### src/rtl/tile_pkg.sv
// Shared definitions for the double-buffered weight tile processing element.
package tile_pkg;

  // Default parameter values for tile_pe_db.
  localparam int DW_DEF    = 8;
  localparam int ACC_W_DEF = 20;
  localparam int ROW_W_DEF = 4;
  localparam int COL_W_DEF = 4;
  localparam int NW_DEF    = 4;

  // Swap controller states: IDLE has nothing outstanding, PEND holds a deferred commit.
  typedef enum logic {
    IDLE = 1'b0,
    PEND = 1'b1
  } swap_state_t;

endpackage

### src/rtl/pe_sat_add.sv
// Adds a 2*DW product to an ACC_W partial sum, then either wraps or clamps the result.
// Operands are sign- or zero-extended to ACC_W+1 bits, so the raw sum never overflows.
module pe_sat_add #(
  parameter int DW    = 8,
  parameter int ACC_W = 20
) (
  input  logic [ACC_W-1:0] acc_in,
  input  logic [2*DW-1:0]  prod,
  input  logic             mode_signed,
  input  logic             sat_en,
  output logic [ACC_W-1:0] sum
);

  localparam int PAD = ACC_W + 1 - 2*DW;

  logic [ACC_W:0] acc_ext;
  logic [ACC_W:0] prod_ext;
  logic [ACC_W:0] raw;

  assign acc_ext  = {mode_signed & acc_in[ACC_W-1], acc_in};
  assign prod_ext = {{PAD{mode_signed & prod[2*DW-1]}}, prod};
  assign raw      = acc_ext + prod_ext;

  // Pick wrap or clamp. A signed result fits in ACC_W bits when the top two bits agree.
  always_comb begin
    sum = raw[ACC_W-1:0];
    if (sat_en) begin
      if (mode_signed) begin
        if (raw[ACC_W] != raw[ACC_W-1]) begin
          sum = raw[ACC_W] ? {1'b1, {(ACC_W-1){1'b0}}} : {1'b0, {(ACC_W-1){1'b1}}};
        end
      end else if (raw[ACC_W]) begin
        sum = '1;
      end
    end
  end

endmodule

### src/rtl/tile_pe_db.sv
// Systolic tile PE with double-buffered weights. Configuration writes go to a shadow bank.
// The shadow bank is copied to the active bank only in a cycle with no valid activation.
module tile_pe_db
  import tile_pkg::*;
#(
  parameter int DW    = DW_DEF,
  parameter int ACC_W = ACC_W_DEF,
  parameter int ROW_W = ROW_W_DEF,
  parameter int COL_W = COL_W_DEF,
  parameter int NW    = NW_DEF
) (
  input  logic                   clk,
  input  logic                   rst,
  input  logic [ROW_W-1:0]       core_row,
  input  logic [COL_W-1:0]       core_col,
  input  logic                   cfg_valid,
  input  logic [ROW_W+COL_W-1:0] cfg_addr,
  input  logic [$clog2(NW)-1:0]  cfg_widx,
  input  logic [DW-1:0]          cfg_data,
  input  logic                   swap_req,
  output logic                   swap_done,
  input  logic                   mode_signed,
  input  logic                   sat_en,
  input  logic [$clog2(NW)-1:0]  w_sel,
  input  logic [DW-1:0]          x_in,
  input  logic                   x_vld_in,
  input  logic [ACC_W-1:0]       acc_in,
  output logic [DW-1:0]          x_out,
  output logic                   x_vld_out,
  output logic [ACC_W-1:0]       acc_out,
  output logic                   acc_vld_out,
  output logic                   swap_pend
);

  logic [DW-1:0] shadow [NW];
  logic [DW-1:0] active [NW];

  swap_state_t state, state_nxt;
  logic        do_copy;
  logic        cfg_hit;

  logic [DW-1:0]    w_cur;
  logic [2*DW-1:0]  prod_s;
  logic [2*DW-1:0]  prod_u;
  logic [2*DW-1:0]  prod;
  logic [ACC_W-1:0] sum;

  assign cfg_hit = cfg_valid && (cfg_addr == {core_row, core_col});

  // Extending both operands to 2*DW first keeps the low 2*DW product bits exact for either mode.
  assign w_cur  = active[w_sel];
  assign prod_s = {{DW{w_cur[DW-1]}}, w_cur} * {{DW{x_in[DW-1]}}, x_in};
  assign prod_u = {{DW{1'b0}}, w_cur} * {{DW{1'b0}}, x_in};
  assign prod   = mode_signed ? prod_s : prod_u;

  pe_sat_add #(
    .DW    (DW),
    .ACC_W (ACC_W)
  ) u_add (
    .acc_in      (acc_in),
    .prod        (prod),
    .mode_signed (mode_signed),
    .sat_en      (sat_en),
    .sum         (sum)
  );

  // Swap controller next state: commit immediately when the MAC is idle, otherwise defer.
  always_comb begin
    state_nxt = state;
    do_copy   = 1'b0;
    case (state)
      IDLE: begin
        if (swap_req) begin
          if (x_vld_in) begin
            state_nxt = PEND;
          end else begin
            do_copy = 1'b1;
          end
        end
      end
      PEND: begin
        if (!x_vld_in) begin
          do_copy   = 1'b1;
          state_nxt = IDLE;
        end
      end
      default: state_nxt = IDLE;
    endcase
  end

  // Swap state register and the one-cycle commit pulse.
  always_ff @(posedge clk) begin
    if (rst) begin
      state     <= IDLE;
      swap_done <= 1'b0;
    end else begin
      state     <= state_nxt;
      swap_done <= do_copy;
    end
  end

  assign swap_pend = (state == PEND);

  // Weight banks: writes touch only the shadow bank; a copy reads the pre-edge shadow values.
  always_ff @(posedge clk) begin
    if (rst) begin
      for (int i = 0; i < NW; i++) begin
        shadow[i] <= '0;
        active[i] <= '0;
      end
    end else begin
      if (cfg_hit) begin
        shadow[cfg_widx] <= cfg_data;
      end
      if (do_copy) begin
        for (int i = 0; i < NW; i++) begin
          active[i] <= shadow[i];
        end
      end
    end
  end

  // Forwarding registers and the accumulator, which holds whenever no activation is valid.
  always_ff @(posedge clk) begin
    if (rst) begin
      x_out       <= '0;
      x_vld_out   <= 1'b0;
      acc_out     <= '0;
      acc_vld_out <= 1'b0;
    end else begin
      x_out       <= x_in;
      x_vld_out   <= x_vld_in;
      acc_vld_out <= x_vld_in;
      if (x_vld_in) begin
        acc_out <= sum;
      end
    end
  end

endmodule

### config.mk
export PLATFORM = sky130hd
export DESIGN_NAME = tile_pe_db
export DESIGN_NICKNAME = d
export VERILOG_FILES = /design/src/rtl/tile_pkg.sv /design/src/rtl/pe_sat_add.sv /design/src/rtl/tile_pe_db.sv
export SDC_FILE = /design/constraint.sdc
export NUM_CORES = 1
export LEC_CHECK = 0
export CAP_MARGIN = 25
export CORE_MARGIN = 2
export CORE_UTILIZATION = 50
export CTS_BUF_LIST = sky130_fd_sc_hd__clkbuf_2
export DETAILED_ROUTE_END_ITERATION = 12
export HOLD_SLACK_MARGIN = 0.1
export PLACE_DENSITY = 0.72
export SYNTH_ARGS = -nofsm -noshare
export SYNTH_HDL_FRONTEND = slang
export SYNTH_SLANG_ARGS = --single-unit
### constraint.sdc
create_clock -name clk -period 10.1 [get_ports clk]
set_input_delay 1.515 -clock clk [delete_from_list [all_inputs] [get_ports clk]]
set_output_delay 1.515 -clock clk [all_outputs]
set_load 0.01 [all_outputs]
## Yosys cells after proc, flatten, opt, wreduce, memory -nomap -nowiden

Memory sizes are Yosys's and may differ from the RTL's.
Index checks and enable logic that the tools add are counted.

| word-level totals | value |
|---|---|
| bits in registers | 31 |
| bits in writable memories | 64 |
| output and inout bits | 32 |
| logic and storage cells | 48 |
| memories | 2 |

Memory list:

| memory | depth | bits a word | read ports | clocked after Yosys merged registers in | write ports | line | source |
|---|---|---|---|---|---|---|---|
| active | 4 | 8 | 1 | 0 | 4 | tile_pe_db.sv:36 | `logic [DW-1:0] active [NW];` |
| shadow | 4 | 8 | 4 | 0 | 4 | tile_pe_db.sv:35 | `logic [DW-1:0] shadow [NW];` |

| operators by class | value |
|---|---|
| add/sub/neg operators | 1 |
| multipliers | 2 |
| equal/unequal tests | 2 |
| mux-type cells | 27 |
| bitwise operators | 7 |
| reductions and logical operators | 2 |

Operator list:

| cell | count |
|---|---|
| 20-bit two-way mux | 5 |
| 8-bit two-way mux | 5 |
| 8-bit by 8-bit multiplier with 16-bit output | 2 |
| 21-bit adder | 1 |
| 16-bit two-way mux | 1 |
| 1-bit two-way mux | 13 |
| 8-bit equality test | 1 |
| 8-bit OR reduction | 1 |
| 1-bit bitwise OR | 4 |
| 1-bit one-hot mux with 2 select lines | 2 |
| 1-bit bitwise AND | 2 |
| 2-bit two-way mux | 1 |
| 1-bit logical AND | 1 |
| 1-bit inequality test | 1 |
| 1-bit inverter | 1 |

## Depth between registers and ports, before layout

Gate-level depths: netlist of run 1.
An unclocked memory read counts as a cell.

| depth | value |
|---|---|
| depth after elaboration | 9 |
| gate-level depth with buffers | 32 |
| depth with buffers taken out | 30 |

## Modules after synthesis

Synthesis of run 1 repeated with hierarchy kept, for this count alone.

| unflattened totals | value |
|---|---|
| cells, all modules | 941 |
| area total of the unflattened synthesis | 9277.6 um^2 |

By module, submodules not included:

| module | times used | cells each | area each (um^2) | sequential area each (um^2) |
|---|---|---|---|---|
| tile_pe_db | 1 | 764 | 7991.4 | 2542.4 |
| pe_sat_add | 1 | 177 | 1286.2 | 0.0 |

## Least setup slack after synthesis of run 1

OpenSTA, ideal clock, no wires.

| timing | value |
|---|---|
| path type | in2reg |
| start point | in w_sel[0] |
| end point | reg acc_out[0] |
| arrival | 8.508 ns |
| required time | 9.964 ns |
| slack | 1.457 ns |
| stages | 30 |
| path buffers | 3 |
| cells stage by stage | clkbuf_1 mux4_2 nand2_1 inv_1 ha_1 inv_1 fa_1 inv_1 fa_1 inv_1 fa_1 inv_1 ha_1 a2111oi_0 nor3_2 a21oi_2 or4_4 buf_6 and2_1 o21ai_0 ha_1 nand4_1 or3_1 a221oi_1 o221ai_1 a22oi_1 a21oi_2 o21ai_2 buf_4 o211ai_1 |

| between the ends | value |
|---|---|
| longest elaborated chain between the ends | 9 |

RTL lines:

| what | line | source |
|---|---|---|
| start: declaration | tile_pe_db.sv:24 | `input logic [$clog2(NW)-1:0] w_sel,` |
| memory read 4 x 8 bit (*) | n/a |  |
| 8-bit by 8-bit multiplier with 16-bit output (on tied branches) | tile_pe_db.sv:53, tile_pe_db.sv:52 |  |
| 16-bit two-way mux (*) | tile_pe_db.sv:54 | `assign prod = mode_signed ? prod_s : prod_u;` |
| 1-bit bitwise AND | pe_sat_add.sv:21 | `assign prod_ext = {{PAD{mode_signed & prod[2*DW-1]}}, prod};` |
| 21-bit adder (*) | pe_sat_add.sv:22 | `assign raw = acc_ext + prod_ext;` |
| 20-bit two-way mux or 1-bit inequality test (tied branches) | pe_sat_add.sv:30, pe_sat_add.sv:29 |  |
| 20-bit two-way mux | pe_sat_add.sv:29 | `if (raw[ACC_W] != raw[ACC_W-1]) begin` |
| 20-bit two-way mux | pe_sat_add.sv:28 | `if (mode_signed) begin` |
| 20-bit two-way mux (*) | pe_sat_add.sv:27 | `if (sat_en) begin` |
| end signal: assignment | tile_pe_db.sv:135 | `acc_out <= sum;` |
| end: declaration | tile_pe_db.sv:30 | `output logic [ACC_W-1:0] acc_out,` |

Every way passes the cells marked *; elsewhere a longest branch is shown, timed or not.
A chain may end at the register's enable or synchronous reset.

## Worst setup path after layout of run 1

| timing | value |
|---|---|
| start point | in w_sel[0] |
| end point | reg acc_out[8] |

Same word-level chain as after synthesis.

==> results of run 1 <==
layer usage:
layer | track usage (%) | up-vias | part of all wire (%)
met5 | 0 | - | 0
met3 | 3.66 | 21 | 3.8
li1 | - | 3243 | -
met1 | 25.7 | 3194 | 43
met4 | 4.73 | 0 | 1.5
met2 | 35.8 | 124 | 52
area by class of cell:
cell class / instances / area (sq um) / share of cell area, %
clock buffer: 9 / 45.0 / 0.432
timing repair buffer: 101 / 993 / 9.53
tap: 229 / 287 / 2.75
inverter: 168 / 631 / 6.05
sequential: 95 / 2540 / 24.4
antenna: 1 / 2.50 / 0.0240
multi-input combinational: 634 / 5840 / 56.0
clock inverter: 7 / 83.8 / 0.804
sequential cells by signal (all words and copies together), names as in the netlist:
name         cells
active          32
swap_pend        1
x_out            8
shadow          32
acc_out         20
acc_vld_out      1
swap_done        1
through the flow:
| step | hold slack, ns | cell area (sq um) | instances | util [%] |
|---|---|---|---|---|
| detailed placement | 0.444 | 10300 | 1227 | 57.5 |
| global route | 0.497 | 10400 | 1244 | 58.2 |
| floorplan | 0.474 | 9120 | 921 | - |
| CTS | 0.471 | 10400 | 1243 | 58.2 |
| global placement | 0.438 | 10300 | 1226 | 57.4 |
| finish | 0.469 | 10400 | 1244 | 58.2 |
synth_stat cells, types with 13 or more instances:
| library cell | n | area share, % |
|---|---|---|
| a211oi_1 | 14 | 1.2 |
| and2_1 | 111 | 7.6 |
| inv_1 | 166 | 6.8 |
| fa_1 | 86 | 19 |
| clkbuf_1 | 17 | 0.70 |
| xnor2_1 | 34 | 3.3 |
| nor2_1 | 34 | 1.4 |
| a21oi_1 | 34 | 1.9 |
| edfxtp_1 | 64 | 21 |
| xor2_1 | 17 | 1.6 |
| o21ai_0 | 17 | 0.93 |
| ha_1 | 74 | 10 |
| o211ai_1 | 13 | 1.1 |
| dfxtp_1 | 31 | 6.8 |
| nand2_1 | 52 | 2.1 |
how the worst min path moves through the flow:
stage               depth (start not counted)                     start                       end  slack, ns
global route                                2   acc_out[7]$_SDFFE_PP0P_   acc_out[7]$_SDFFE_PP0P_       0.50
floorplan                                   2  acc_out[10]$_SDFFE_PP0P_  acc_out[10]$_SDFFE_PP0P_       0.47
CTS                                         2   acc_out[5]$_SDFFE_PP0P_   acc_out[5]$_SDFFE_PP0P_       0.47
detailed placement                          2   acc_out[6]$_SDFFE_PP0P_   acc_out[6]$_SDFFE_PP0P_       0.44
finish                                      2   acc_out[5]$_SDFFE_PP0P_   acc_out[5]$_SDFFE_PP0P_       0.47
global placement                            2  acc_out[16]$_SDFFE_PP0P_  acc_out[16]$_SDFFE_PP0P_       0.44
power by group:
part | leakage, nW | internal [W] | switching [W]
Clock | 0.0776 | 0.0000436 | 0.000152
Sequential | 0.902 | 0.000459 | 0.0000170
Combinational | 3.67 | 0.000789 | 0.00105
critical path: cells and delay by family:
family | cells | cell delay, ns
buffers and inverters | 7 | 1.28
muxes | 1 | 0.68
AOI/OAI and AO/OA | 9 | 2.62
adders and majority gates | 6 | 2.61
and+or+nand+nor | 5 | 1.02
cells by family after synthesis:
logic type      count (synthesis)
xor+xnor                       51
fa+ha+maj                     160
flops                          95
simple gates                  252
compound gates                160
buf+inv                       192
mux                            11
placed cells by master (no fill, tap or decap), types with 9 or more instances in the layout:
master,instances
edfxtp_1,64
o21ai_0,17
and2_1,111
fa_1,86
dfxtp_1,31
clkdlybuf4s50_1,94
a211oi_1,14
ha_1,74
o21ai_1,12
clkbuf_2,9
xor2_1,17
o21bai_1,10
a21oi_1,34
nand2_1,52
inv_1,166
nor2_1,34
a21o_1,10
o211ai_1,13
xnor2_1,34
==> results.md, run 1 <==
- Count of cell types in the netlist: 71
- Highest clock rate: 0.109 GHz
- Post-route setup slack: 0.888 ns
- PD cells: approximately 240 mW/mm^2
- P&R area growth vs syn: 14.3%
- Die ar.: 0.0193 sq mm
- Root Driver: clkbuf_2
- Design Power: 0.00251 W
- Post-DP HPWL: around 16,000 um
- Post-CTS Repair Setup Buffers: 0
- Seq/Total Area, Yosys: 27.9%
- Sink Count: 95
- DR pass1 iterations: 7
- Synth Warn #: 0
- Worst setup EP type: register
- Main synth FF type: edfxtp_1
- Peak VDD IR: 0.000137 V
- Initial core utilization: 50.9%
- Leakage: 4.64 nW
- Remaining Overflow, GRT: 0
- Antenna violations before repair: 1
- Xor/xnor share of the synthesized area: under 10%
- Slew at the pin with the worst max-slew slack: 0.853 ns
- FF+latch count, synth: 95
- Initial detailed-routing violation count: 321
- Clock Path Buffers: 2
- Critical path startpoint: w_sel[0]
- Clock Latency Late Sink: 0.63 ns
- Slowest Stage Delay on Critical Path: 0.82 ns
- Die Wd: 139 um
- Total track usage: approximately a fifth
- First-pass GRT wire length: 31,500 um
- Setup violators final: 0
- CTS Hold Buffers Added: 0
- Drt drc: 0
- Cells after synthesis: a little over 900
- Status: complete, no violations
- Final Skew: between 0.05 and 0.06 ns
- FILL cells: 1,528
- Final period utilization: 91.2%
- Reg2Reg Depth: 27
- Synthesized cell area: 0.00912 sq mm
- Final Hold Fails: 0
- Vias/cell: 5.29
- PortBufs: 94
- Critical path's slowest cell: clkdlybuf4s50_1
- Mux share of post-synthesis cell area: 2.33%
- # nets final: 1,232
- Critical Path RT: around 11 ns
- Slew margin rel.: 43.0%
- Synthesized net count: 1,144
- Post-synthesis adder-cell area fraction: 29.0%
- R2R Path End: acc_out[8]$_SDFFE_PP0P_
- Routed wire per std cell: ~15 um
- Ys async rst share: 0%
- Setup WS pre-CTS: 0.323 ns
- CP max FO: 11
- Gpl congestion: approximately 0.89
- Startpoint Class: input pin
- Largest net degree at the start of global routing: 34
- CTS tree: yes
- Num CTS Buffers: 9
- Largest family of logic cells by synthesized area: adder cells
- Mean Syn Cell Area: 9.90 sq um
- Setup TNS: 0 ns
- Max_cap viols: 0
- I/O Pins: 95
- Crit-path most repeated cell: inv_1
- Cell Rows: approximately 50
- Reg-to-reg startpoint: active[1][7]$_SDFFCE_PN0P_
- Post-CTS resize count: 0
- Total vias in the final route: roughly 6,600
- Core region area: 0.0179 sq mm
- Unrepaired setup endpoints after global routing: no
- Worst reg2reg setup slack: 2.28 ns
- Worst hold path type: reg -> reg
- Die H: 139 um
- Crit Path Class: in -> reg
- Post-synth EDFFs: 64
- Layout cells sized above 1: 5.42%
- Final wirelength: approximately 19,000 um
- Worst setup path endpoint: acc_out[8]$_SDFFE_PP0P_
- H-tree Lvls: 3
- Post-route ant nets: 0
- Pins Over Slew Limit: 0
- Tmin final: 9.21 ns
- Clk slew on worst S/H paths: 0.27 ns
- Compound-gate portion of the synthesized area: 12.6%
- Simple-Gate Fraction of Synth Area: between 10% and 20%
- CP Data Arrival Time: 9.75 ns
- Number of global-route vias before repair: 6,705
No activity file was read; power rests on OpenSTA's default activity.
==> run 2, diff against run 1 <==
- CORE_MARGIN: 2 -> 5
==> run 2 against run 1 <==
Compared with the run above: critical path depth unchanged; clock skew rose by 0.032 ns; non-clock buffer count up 1; routed wire length grew 4.0%; first-iteration DRC count decreased by 1.9%; power up 0.58%; clock-buffer cell count rose by 1; critical endpoint is now acc_out[3]$_SDFFE_PP0P_; largest cell class unchanged; largest power group unchanged.
==> results.md, run 2 (same netlist as run 1, synthesis figures left out) <==
- DR pass1 iterations: 5
- Cell Rows: 49
- Slew at the pin with the worst max-slew slack: 0.863 ns
- Critical path's slowest cell: clkdlybuf4s50_1
- Clock Power Share: 8.2%
- I/O Pins: 95
- Final Core Density: about three fifths
- Logic pwr share: 72.9%
- Clock Latency Late Sink: between 0.6 and 0.7 ns
- Initial detailed-routing violation count: 315
- Reg2Reg Depth: 27
- Final Skew: 0.0836 ns
- Worst hold path type: reg -> reg
- Design Power: 0.00252 W
- Layout cells sized above 1: 5.52%
- Tmin final: 9.15 ns
- Drt drc: 0
- Die Wd: between 100 and 150 um
- Setup violators final: 0
- Final period utilization: 90.6%
- Max_cap viols: 0
- Sink Count: 95
- Min Hold Slack: 0.458 ns
- Initial core utilization: a little over 50%
- Slew margin rel.: between 40 and 50%
- FILL cells: 1,602
- Biggest regs: active x32, shadow x32, acc_out x20
- P&R area growth vs syn: 14.3%
- NetSw: 0.00121 W
- Highest clock rate: 0.109 GHz
- Pins Over Slew Limit: 0
- Vias/cell: 5.33
- Final Hold Fails: 0
- Leakage: 4.64 nW
- Largest net degree at the start of global routing: 34
- R2R Path End: acc_out[3]$_SDFFE_PP0P_
- Post-CTS resize count: 0
- Crit Path Class: in -> reg
- Routed wire per std cell: ~16 um
- First-pass GRT wire length: 33,100 um
- Most frequent cells in the layout: 166 x inv_1, 111 x and2_1, 94 x clkdlybuf4s50_1
- Die ar.: between 0.02 and 0.025 sq mm
- Commonest non-fill, non-tap cell in the layout: inv_1
- Root Driver: clkbuf_2
- Peak VDD IR: 0.000130 V
- Total track usage: around a fifth
- Post-DP HPWL: 16,300 um
- Internal power: 0.00131 W
- Number of global-route vias before repair: 6,839
- CTS Hold Buffers Added: 0
- CP Data Arrival Time: 9.63 ns
- Switching share of power: 48.1%
- Worst reg2reg setup slack: 2.35 ns
- H-tree Lvls: 3
- Worst setup path endpoint: acc_out[3]$_SDFFE_PP0P_
- PortBufs: 94
- Reg-to-reg startpoint: active[3][7]$_SDFFCE_PN0P_
- Startpoint Class: input pin
- Antenna violations before repair: 1
- Post-route ant nets: 0
- Crit-path most repeated cell: inv_1
- Slowest Stage Delay on Critical Path: 0.81 ns
- Core region area: 0.0180 sq mm
- Clock Path Buffers: 2
- Total vias in the final route: around 6,600
- Critical Path RT: 10.58 ns
- Final wirelength: 19,600 um
- Gpl congestion: approximately 0.86
- Critical path startpoint: w_sel[0]
- Remaining Overflow, GRT: 0
- Die H: 145 um
- Clk slew on worst S/H paths: 0.36 ns
- Num CTS Buffers: 9
- Seq pwr share: a little under a fifth
- CTS tree: yes
- Setup TNS: 0 ns
- Status: complete, no violations
- PD cells: 242 mW/mm^2
- CP max FO: 10
- Post-CTS Repair Setup Buffers: 0
- Unrepaired setup endpoints after global routing: no
- Worst setup EP type: register
- # nets final: 1,233
[run 2: power groups by stage]
stage	Combinational (W)	Sequential (W)	Clock (W)
2_1_floorplan	0.00139	0.000495	0
3_3_place_gp	0.00182	0.000485	0
3_5_place_dp	0.00183	0.000486	0
4_1_cts	0.00185	0.000477	0.000214
5_1_grt	0.00207	0.000481	0.000230
6_report	0.00184	0.000476	0.000208
[run 2: worst min-delay path by stage]
| stage | start | end | slack (ns) | cells after the start |
|---|---|---|---|---|
| 2_1_floorplan | acc_out[10]$_SDFFE_PP0P_ | acc_out[10]$_SDFFE_PP0P_ | 0.47 | 2 |
| 3_3_place_gp | acc_out[13]$_SDFFE_PP0P_ | acc_out[13]$_SDFFE_PP0P_ | 0.44 | 2 |
| 3_5_place_dp | acc_out[5]$_SDFFE_PP0P_ | acc_out[5]$_SDFFE_PP0P_ | 0.44 | 2 |
| 4_1_cts | shadow[2][5]$_SDFFCE_PN0P_ | active[2][5]$_SDFFCE_PN0P_ | 0.46 | 1 |
| 5_1_grt | acc_out[13]$_SDFFE_PP0P_ | acc_out[13]$_SDFFE_PP0P_ | 0.48 | 2 |
| 6_report | shadow[2][5]$_SDFFCE_PN0P_ | active[2][5]$_SDFFCE_PN0P_ | 0.46 | 1 |
[run 2: critical path: cells and delay by family]
family | cells | cell delay [ns]
AO/OA/AOI/OAI | 7 | 2.01
buffers and inverters | 7 | 1.29
multiplexers | 1 | 0.69
AND/OR/NAND/NOR | 7 | 1.48
adder cells (fa/ha/maj) | 6 | 2.64
[run 2: area by class of cell]
| cell class | instances | area, sq um | share of cell area, % |
|---|---|---|---|
| well taps | 229 | 287 | 2.75 |
| multi-input cells | 634 | 5840 | 56.0 |
| clock inverters | 6 | 76.3 | 0.732 |
| clock buffers | 10 | 50.0 | 0.480 |
| repair buffers | 102 | 1000 | 9.60 |
| inverters | 168 | 631 | 6.05 |
| flip-flops and latches | 95 | 2540 | 24.4 |
| diodes | 1 | 2.50 | 0.0240 |
[run 2: layer usage]
metal	vias up	GRT usage, %	part of all wire (%)	wire length, um
li1	3244	-	-	-
met1	3243	24.2	42	8310
met2	120	33.7	52	10100
met3	29	2.65	3.7	719
met4	0	5.79	2.1	403
met5	-	0	0	0
[run 2: through the flow]
stage	cells	setup WS, ns	instance area [sq um]
after global placement	1227	0.472	10300
after CTS	1244	0.972	10400
after floorplan	921	1.46	9120
final	1245	0.951	10400
after global routing	1245	0.211	10400
after detailed placement	1228	0.300	10300
==> run 3, diff against run 2 <==
- CELL_PAD_IN_SITES_DETAIL_PLACEMENT: default -> 0
- CELL_PAD_IN_SITES_GLOBAL_PLACEMENT: default -> 1
- CORE_UTILIZATION: 50 -> 47
- PLACE_DENSITY: 0.72 -> 0.95
- SYNTH_HIERARCHICAL: default -> 1
==> run 3 against run 2 <==
Compared with the run above: clock power decreased by 7%; combinational power up 8%; clock skew fell by 0.064 ns; critical path type unchanged; highest routed layer unchanged.
==> results.md, run 3 <==
- CTS Hold Buffers Added: 0
- Sink Count: 95
- Clock Latency Late Sink: 0.56 ns
- Initial core utilization: 47.7%
- Setup violators final: 0
- Slew margin rel.: 49.5%
- Seq/Total Area, Yosys: between 20% and 30%
- Worst setup EP type: register
- Critical Path RT: 10.60 ns
- Vias/cell: 5.10
- Commonest non-fill, non-tap cell in the layout: inv_1
- Final Hold Fails: 0
- Status: complete, no violations
- Total track usage: 18.1%
- Crit-path most repeated cell: inv_1
- Most frequent cells in the layout: 158 x inv_1, 104 x and2_1, 94 x clkdlybuf4s50_1
- Clk slew on worst S/H paths: about 0.25 ns
- Top cells by count, synth: 158 x inv_1, 104 x and2_1, 86 x fa_1
- Largest net degree at the start of global routing: 37
- Synthesized cell area: 0.00928 sq mm
- Antenna violations before repair: 1
- Crit Path Class: in -> reg
- Ys async rst share: 0%
- Die Wd: between 150 and 200 um
- Startpoint Class: input pin
- Main synth FF type: edfxtp_1
- Number of global-route vias before repair: 6,657
- Clock Power Share: 7.3%
- DR pass1 iterations: 5
- Layout cells sized above 1: ~6.7%
- Synth top area share: between 20% and 30%
- Slew at the pin with the worst max-slew slack: 0.751 ns
- PD cells: 253 mW/mm^2
- CTS tree: yes
- Root Driver: clkbuf_2
- CP max FO: 19
- Mean Syn Cell Area: 9.86 sq um
- P&R area growth vs syn: 13.9%
- Highest clock rate: 0.113 GHz
- H-tree Lvls: 3
- Tmin final: 8.85 ns
- Logic pwr share: 74.7%
- First-pass GRT wire length: 32,800 um
- Total vias in the final route: 6,600
- Slowest Stage Delay on Critical Path: 0.80 ns
- Cells after synthesis: 941
- PortBufs: 94
- Synth Warn #: 6
- Seq pwr share: 18.1%
- NetSw: 0.00127 W
- # nets final: ~1,200
- Design Power: 0.00267 W
- Final Skew: 0.0198 ns
- Final period utilization: 87.6%
- Die H: 150 um
- Count of cell types in the netlist: 68
- Pins Over Slew Limit: 0
- Clock Path Buffers: 2
- Synth top area cells: edfxtp_1 21%, fa_1 19%, ha_1 10%
- Setup TNS: 0 ns
- Critical path's slowest cell: clkdlybuf4s50_1
- Die ar.: 0.0226 sq mm
- Max_cap viols: 0
- Core region area: 0.0195 sq mm
- Unrepaired setup endpoints after global routing: no
- Initial detailed-routing violation count: 356
- Post-DP HPWL: ~16,000 um
- Synth area leader: edfxtp_1
- Peak VDD IR: 0.000239 V
- Switching share of power: 47.7%
- Post-CTS Repair Setup Buffers: 0
- Routed wire per std cell: around 15 um
- Final wirelength: between 15,000 and 20,000 um
- Most frequent cell after synthesis: inv_1
- Drt drc: 0
- Worst hold path type: reg -> reg
- FF+latch count, synth: between 90 and 100
- Final Core Density: 54.3%
- Post-CTS resize count: 0
- Post-route ant nets: 0
- Num CTS Buffers: 9
- Cell Rows: 51
- I/O Pins: 95
- Leakage: 4.74 nW
- Gpl congestion: 0.861
- Internal power: 0.00140 W
- Synthesized net count: 1,164
- Post-synth EDFFs: 64
- Biggest regs: active x32, shadow x32, acc_out x20
- Remaining Overflow, GRT: 0
- CP Data Arrival Time: ~9.4 ns
## run 3: power groups by stage
stage | clock (W) | sequential (W) | combinational, W
floorplan | 0 | 0.000499 | 0.00153
global route | 0.000215 | 0.000487 | 0.00224
CTS | 0.000201 | 0.000482 | 0.00200
detailed placement | 0 | 0.000491 | 0.00198
global placement | 0 | 0.000489 | 0.00196
finish | 0.000194 | 0.000482 | 0.00199
## run 3: layout make-up
cell class	instances	area [sq um]
Fill cell	1751	8900
Sequential cell	95	2540
Tap cell	265	332
Clock buffer	10	50.0
Inverter	159	597
Antenna cell	1	2.50
Multi-Input combinational cell	658	5990
Clock inverter	6	73.8
Timing Repair Buffer	99	982
## run 3: layer usage
| metal | routed length (um) | track usage [%] | share of wire [%] |
|---|---|---|---|
| met5 | 0 | 0 | 0 |
| met4 | 187 | 3.71 | 0.96 |
| met3 | 909 | 2.92 | 4.6 |
| met2 | 9610 | 30.7 | 49 |
| met1 | 8870 | 24.6 | 45 |
## run 3: per-stage QoR
stage	cell area (sq um)	setup slack, ns	hold WS, ns	cells
floorplan	9280	1.89	0.497	941
global placement	10400	0.821	0.475	1275
detailed placement	10400	0.654	0.485	1276
CTS	10600	1.28	0.539	1292
global route	10600	0.543	0.558	1293
finish	10600	1.25	0.532	1293
## run 3: cell families (layout without fill, tap and decap cells)
logic type	Yosys count	after routing	synth area share, %
mux	37	37	5.11
simple gates	278	278	16.3
buf+inv	188	274	8.17
xor+xnor	49	49	4.71
compound gates	134	134	9.75
fa+ha+maj	160	160	28.5
other cells	0	1	0
flops	95	95	27.4
## run 3: critical path: cells and delay by family
kind            cells  cell delay, ns
buf+inv             6            1.16
xor+xnor            1            0.19
compound gates      8            1.54
fa+ha+maj           6            2.57
simple gates        6            1.39
mux                 3            0.97
## run 3: worst paths after layout
check | start | endpoint | slack [ns] | cells after the start
max | w_sel[0] | acc_out[2]$_SDFFE_PP0P_ | 1.25 | 30
min | acc_out[11]$_SDFFE_PP0P_ | acc_out[11]$_SDFFE_PP0P_ | 0.53 | 2
max reg2reg | active[3][7]$_SDFFCE_PN0P_ | acc_out[2]$_SDFFE_PP0P_ | 2.66 | 29
min reg2reg | acc_out[11]$_SDFFE_PP0P_ | acc_out[11]$_SDFFE_PP0P_ | 0.53 | 2
